[config.mk]
export PLATFORM = sky130hd
export DESIGN_NAME = fifo_wr_arbiter
export DESIGN_NICKNAME = d
export VERILOG_FILES = /design/src/rtl/fifo_wr_arbiter.sv
export SDC_FILE = /design/constraint.sdc
export NUM_CORES = 1
export LEC_CHECK = 0
export CAP_MARGIN = 20
export CORE_ASPECT_RATIO = 1.1
export CORE_MARGIN = 2
export CORE_UTILIZATION = 32
export CTS_BUF_LIST = sky130_fd_sc_hd__clkbuf_8
export DETAILED_ROUTE_END_ITERATION = 8
export PLACE_DENSITY = 0.88
export REMOVE_ABC_BUFFERS = 1
export SYNTH_ARGS = -nofsm -noshare
export SYNTH_HDL_FRONTEND = slang
export SYNTH_SLANG_ARGS = --single-unit
[constraint.sdc]
create_clock -name clk_i -period 2.4 [get_ports clk_i]
set_input_delay 0.24 -clock clk_i [delete_from_list [all_inputs] [get_ports clk_i]]
set_output_delay 0.24 -clock clk_i [all_outputs]
set_load 0.005 [all_outputs]
[src/rtl/fifo_wr_arbiter.sv]
// Packet-aware round-robin arbiter sharing one sync_fifo write port among NUM_REQ requesters.
// A winner keeps the port until its last word is written, so packets never interleave.
module fifo_wr_arbiter #(
    parameter int unsigned NUM_REQ    = 4,
    parameter int unsigned DATA_WIDTH = 16,
    parameter int unsigned IDX_WIDTH  = $clog2(NUM_REQ)
) (
    input  logic                          clk_i,
    input  logic                          resetn_i,
    input  logic [NUM_REQ-1:0]            req_valid_i,
    input  logic [NUM_REQ*DATA_WIDTH-1:0] req_data_i,
    input  logic [NUM_REQ-1:0]            req_last_i,
    output logic [NUM_REQ-1:0]            req_ready_o,
    output logic                          fifo_wr_en_o,
    output logic [DATA_WIDTH-1:0]         fifo_wdata_o,
    input  logic                          fifo_wfull_i,
    output logic [NUM_REQ-1:0]            grant_o,
    output logic                          locked_o
);

    localparam int unsigned CandWidth = IDX_WIDTH + 1;

    typedef enum logic {StIdle, StLocked} state_e;

    state_e                 r_state, state_d;
    logic                   r_run;
    logic [IDX_WIDTH-1:0]   r_ptr, ptr_d;
    logic [IDX_WIDTH-1:0]   r_owner, owner_d;

    logic                   gnt_vld;
    logic [IDX_WIDTH-1:0]   gnt_idx;
    logic [CandWidth-1:0]   cand;
    logic                   xfer;

    // Rotating priority search starting at r_ptr; the extra bit of cand absorbs the wrap sum.
    always_comb begin
        gnt_vld = 1'b0;
        gnt_idx = '0;
        cand    = '0;
        if (r_run) begin
            if (r_state == StLocked) begin
                gnt_vld = 1'b1;
                gnt_idx = r_owner;
            end else begin
                for (int unsigned i = 0; i < NUM_REQ; i++) begin
                    cand = {1'b0, r_ptr} + CandWidth'(i);
                    if (cand >= CandWidth'(NUM_REQ)) begin
                        cand = cand - CandWidth'(NUM_REQ);
                    end
                    if (!gnt_vld && req_valid_i[cand[IDX_WIDTH-1:0]]) begin
                        gnt_vld = 1'b1;
                        gnt_idx = cand[IDX_WIDTH-1:0];
                    end
                end
            end
        end
    end

    always_comb begin
        grant_o      = '0;
        req_ready_o  = '0;
        fifo_wdata_o = '0;
        xfer         = 1'b0;
        if (gnt_vld) begin
            grant_o[gnt_idx]     = 1'b1;
            req_ready_o[gnt_idx] = ~fifo_wfull_i;
            fifo_wdata_o         = req_data_i[gnt_idx*DATA_WIDTH +: DATA_WIDTH];
            xfer                 = req_valid_i[gnt_idx] & ~fifo_wfull_i;
        end
    end

    assign fifo_wr_en_o = xfer;
    assign locked_o     = (r_state == StLocked);

    // State only moves on an actual word transfer; stalls and idle owners hold everything.
    always_comb begin
        state_d = r_state;
        ptr_d   = r_ptr;
        owner_d = r_owner;
        if (xfer) begin
            if (req_last_i[gnt_idx]) begin
                state_d = StIdle;
                ptr_d   = (gnt_idx == IDX_WIDTH'(NUM_REQ - 1)) ? '0 : gnt_idx + IDX_WIDTH'(1);
            end else begin
                state_d = StLocked;
                owner_d = gnt_idx;
            end
        end
    end

    always_ff @(posedge clk_i or negedge resetn_i) begin
        if (!resetn_i) begin
            r_run   <= 1'b0;
            r_state <= StIdle;
            r_ptr   <= '0;
            r_owner <= '0;
        end else begin
            r_run   <= 1'b1;
            r_state <= state_d;
            r_ptr   <= ptr_d;
            r_owner <= owner_d;
        end
    end

endmodule

==> Implementation_results.wiki <==
{| class="wikitable"
! Metric !! Value
|-
| Detailed-route via count || between 1500 and 2000
|-
| Area of the mapped netlist || 1140 sq um
|-
| Clock edge transition at the registers on the reported setup and hold paths || around 40 ps
|-
| Number of CTS-inserted buffers || 3
|-
| Pre-CTS setup slack || -494 ps
|-
| Reg-to-reg slack, setup || ~10 ps
|-
| Utilization after layout || 0.769
|-
| CTS tree || built
|-
| Share of the cycle needed by the critical path after routing || 1.02
|-
| Post-synth top flop || dfrtp_1
|-
| Worst Setup Slack, final || -59.0 ps
|-
| Crit-path max cell delay || 380 ps
|-
| Core area || approximately 3400 sq um
|-
| Die boundary height || approximately 67 microns
|-
| Post-CTS Hold Buffers || 0
|-
| Post-detailed-route via-to-cell ratio || about 5.2
|-
| Vias in the first global route || around 1600
|-
| Residual overflow from global routing || 0
|-
| Input/output buffers || 100
|-
| Number of storage elements in the synthesis netlist || 6
|-
| Final WL || approximately 5.3 mm
|-
| Required time of the critical path || 2160 ps
|-
| Top-count cell post-synth || nand2_1
|-
| Top cells by area in the synthesized netlist || mux2_1 14%, dfrtp_1 13%, nand2_1 13%, a311oi_1 12%, nor2_1 7.6%
|-
| Path type of the worst min-delay path || in2async
|-
| Static power due to leakage || 0.00119 uW
|-
| Final period demand of the worst path || ~2500 ps
|-
| Average routed wire per standard cell || around 16 microns
|-
| Final Setup Violations || 6
|-
| Peak-usage layer in the global routing report || met2
|-
| Hold violation count in the final report || 0
|-
| Violated checks || negative setup slack
|-
| Post-route total power || between 1500 and 2000 uW
|-
| Cells after Synth || about 160
|-
| RSZ-0062 raised after global routing || true
|-
| Yosys warning count || 0
|-
| Number of rows in the core area || 22
|-
| Met1 track demand over resource in global routing || 0.270
|-
| Count of filler cells inserted in the layout || 245
|-
| Netlist cell types || 37
|-
| Clock Tree Root || clkbuf_8
|-
| Result of the run || complete, but fails checks
|-
| Max Clk Rate || a little over 400 MHz
|-
| Final HPWL from detailed placement || approximately 3.6 mm
|-
| Arrival time of data at the critical path endpoint || approximately 2200 ps
|-
| Share of layout cells above drive strength 1 || 0.370
|-
| Max capacitance violation total || 0
|-
| Post-route cell area || roughly 2600 sq um
|-
| Top post-synthesis cells by count || 38 x nand2_1, 23 x nor2_1, 16 x a311oi_1
|-
| Proportion of synthesized flip-flops having asynchronous set or reset || 1.00
|-
| Initial core utilization || 0.337
|-
| Initial antenna violation count || 0
|-
| Global-route usage over all layers || 0.240
|-
| Cell-by-cell trace of the critical path || nor2b_4 -> o211ai_1 -> nand4_2 -> buf_12 -> buf_8 -> buf_6 -> mux2_4 -> nor2_2 -> a311oi_1 -> buf_2
|-
| PwrDens || ~590 nW/um^2
|-
| Critical path buffers and inverters || 4
|-
| Met2 demand-to-capacity share in global routing || 0.457
|-
| Post-synth top area cell || mux2_1
|-
| Sequential share of the synthesized area || 0.132
|-
| Area Overhead vs Synth || 128%
|-
| DIE WIDTH || ~60 microns
|-
| Number of diodes added for antenna fixing || 0
|-
| CP Launch Type || flip-flop
|-
| CTS H-tree lvls || 1
|-
| Total I/O pin count || approximately 100
|-
| Number of buffers on the longest clock path || 2
|-
| Pin count of the biggest net entering global routing || 25
|-
| Layout Skew || 6.31 ps
|-
| EDFF count, synth || 0
|-
| Number of nets at the end of the flow || 370
|-
| Die Outline Area || between 4000 and 5000 sq um
|-
| Post-detailed-route DRC marker count || 0
|-
| Worst-path cell with the longest stage delay || dfrtp_1
|-
| Yosys top cell area share || 0.138
|-
| Clock latency of the later-clocked register in the worst-skew pair || roughly 220 ps
|-
| Wire length of the first global-routing pass || about 7.5 mm
|-
| Critical path capture point type || primary output
|-
| ANT nets after route || 0
|-
| Number of pins exceeding their max-slew limit in the final report || 0
|-
| CP delay by family, top || buffers and inverters
|-
| 1st-pass router iterations || 4
|-
| Number of cells traversed by the worst register-to-register path || 10
|-
| Number of clock sinks || 6
|-
| Per-instance average area after synthesis || 7.17 sq um
|-
| Maximum fanout count along the critical path || 5
|-
| Met3 global-route usage || 0.0427
|-
| Global placer's final weighted congestion || roughly 0.84
|-
| Beginning of the worst register-to-register path || r_ptr[0]
|-
| Area post-placement || about 2400 sq um
|-
| Initial DRC Count || a little under 60
|-
| Critical path class || reg2out
|-
| Largest vdd supply drop || a little over 0.7 mV
|-
| Critical register-to-register path endpoint || r_owner[0]
|}
## worst reg2reg max path, delay by kind of cell (launching register included)
family	cells	cell delay [ps]
compound gates	1	280
buf+inv	3	430
flops	1	380
simple gates	3	600
mux	3	600
## layout make-up
| cell class | count | area, sq um | share of cell area |
|---|---|---|---|
| multi-input combinational | 135 | 1020 | 0.394 |
| tap | 48 | 60.1 | 0.0231 |
| timing repair buffer | 138 | 1290 | 0.496 |
| clock buffer | 3 | 41.3 | 0.0159 |
| inverter | 7 | 33.8 | 0.0130 |
| sequential | 6 | 153 | 0.0586 |
## metrics by stage
stage               hold WS (ps)  instances  setup TNS (ps)
floorplan                  -55.6        148           -4670
global route                 293        337           -3640
CTS                          273        334            -294
detailed placement           504        318          -11880
finish                       270        337            -162
global placement             497        318          -10100
## how the worst max path moves through the flow
stage | slack [ps] | cells after the start | from | endpoint
after floorplan | -250 | 7 | r_ptr[0] | req_ready_o[2]
after global placement | -420 | 10 | req_valid_i[3] | fifo_wdata_o[14]
after detailed placement | -490 | 10 | req_valid_i[3] | fifo_wdata_o[9]
after CTS | -80 | 10 | r_ptr[0] | fifo_wdata_o[6]
after global routing | -230 | 9 | r_ptr[0] | fifo_wdata_o[9]
final | -60 | 10 | r_ptr[0] | fifo_wdata_o[12]
## power by group
part	internal (uW)	switching [uW]	total, uW
combinational	694	516	1210
clock	107	38.7	146
sequential	138	39.9	178
total	939	595	1530
## registers in the layout, indices dropped and copies added (netlist names)
name      count
r_ptr         2
locked_o      1
r_owner       2
r_run         1
## kinds of logic after synthesis
family                     Yosys count  synth area share
adders and majority gates            4            0.0439
DFF                                  6             0.132
muxes                               25             0.248
buffers and inverters               18            0.0681
and+or+nand+nor                     77             0.296
AOI/OAI and AO/OA                   28             0.209
other                                1           0.00329
## timing repair
action	CTS	global route
setup endpoints to repair	29	29
setup buffers	12	5
cloned	2	1
resized for setup	113	40
pin swaps	17	13
## cell usage in the layout, fill, tap and decap left out, types with 4 or more instances in the layout
master / n
dfrtp_1: 4
mux2_4: 8
buf_6: 7
nand2_1: 35
mux2i_1: 4
a311oi_1: 13
clkdlybuf4s50_1: 72
mux2_1: 10
buf_2: 22
nor2_1: 20
buf_4: 23
buf_12: 5
## layer usage
| layer | part of all wire | vias to the layer above |
|---|---|---|
| li1 | - | 829 |
| met1 | 0.38 | 815 |
| met2 | 0.54 | 86 |
| met3 | 0.074 | 6 |
| met4 | 0.011 | 0 |
| met5 | 0 | - |
Power figures use the tool's default switching activity.
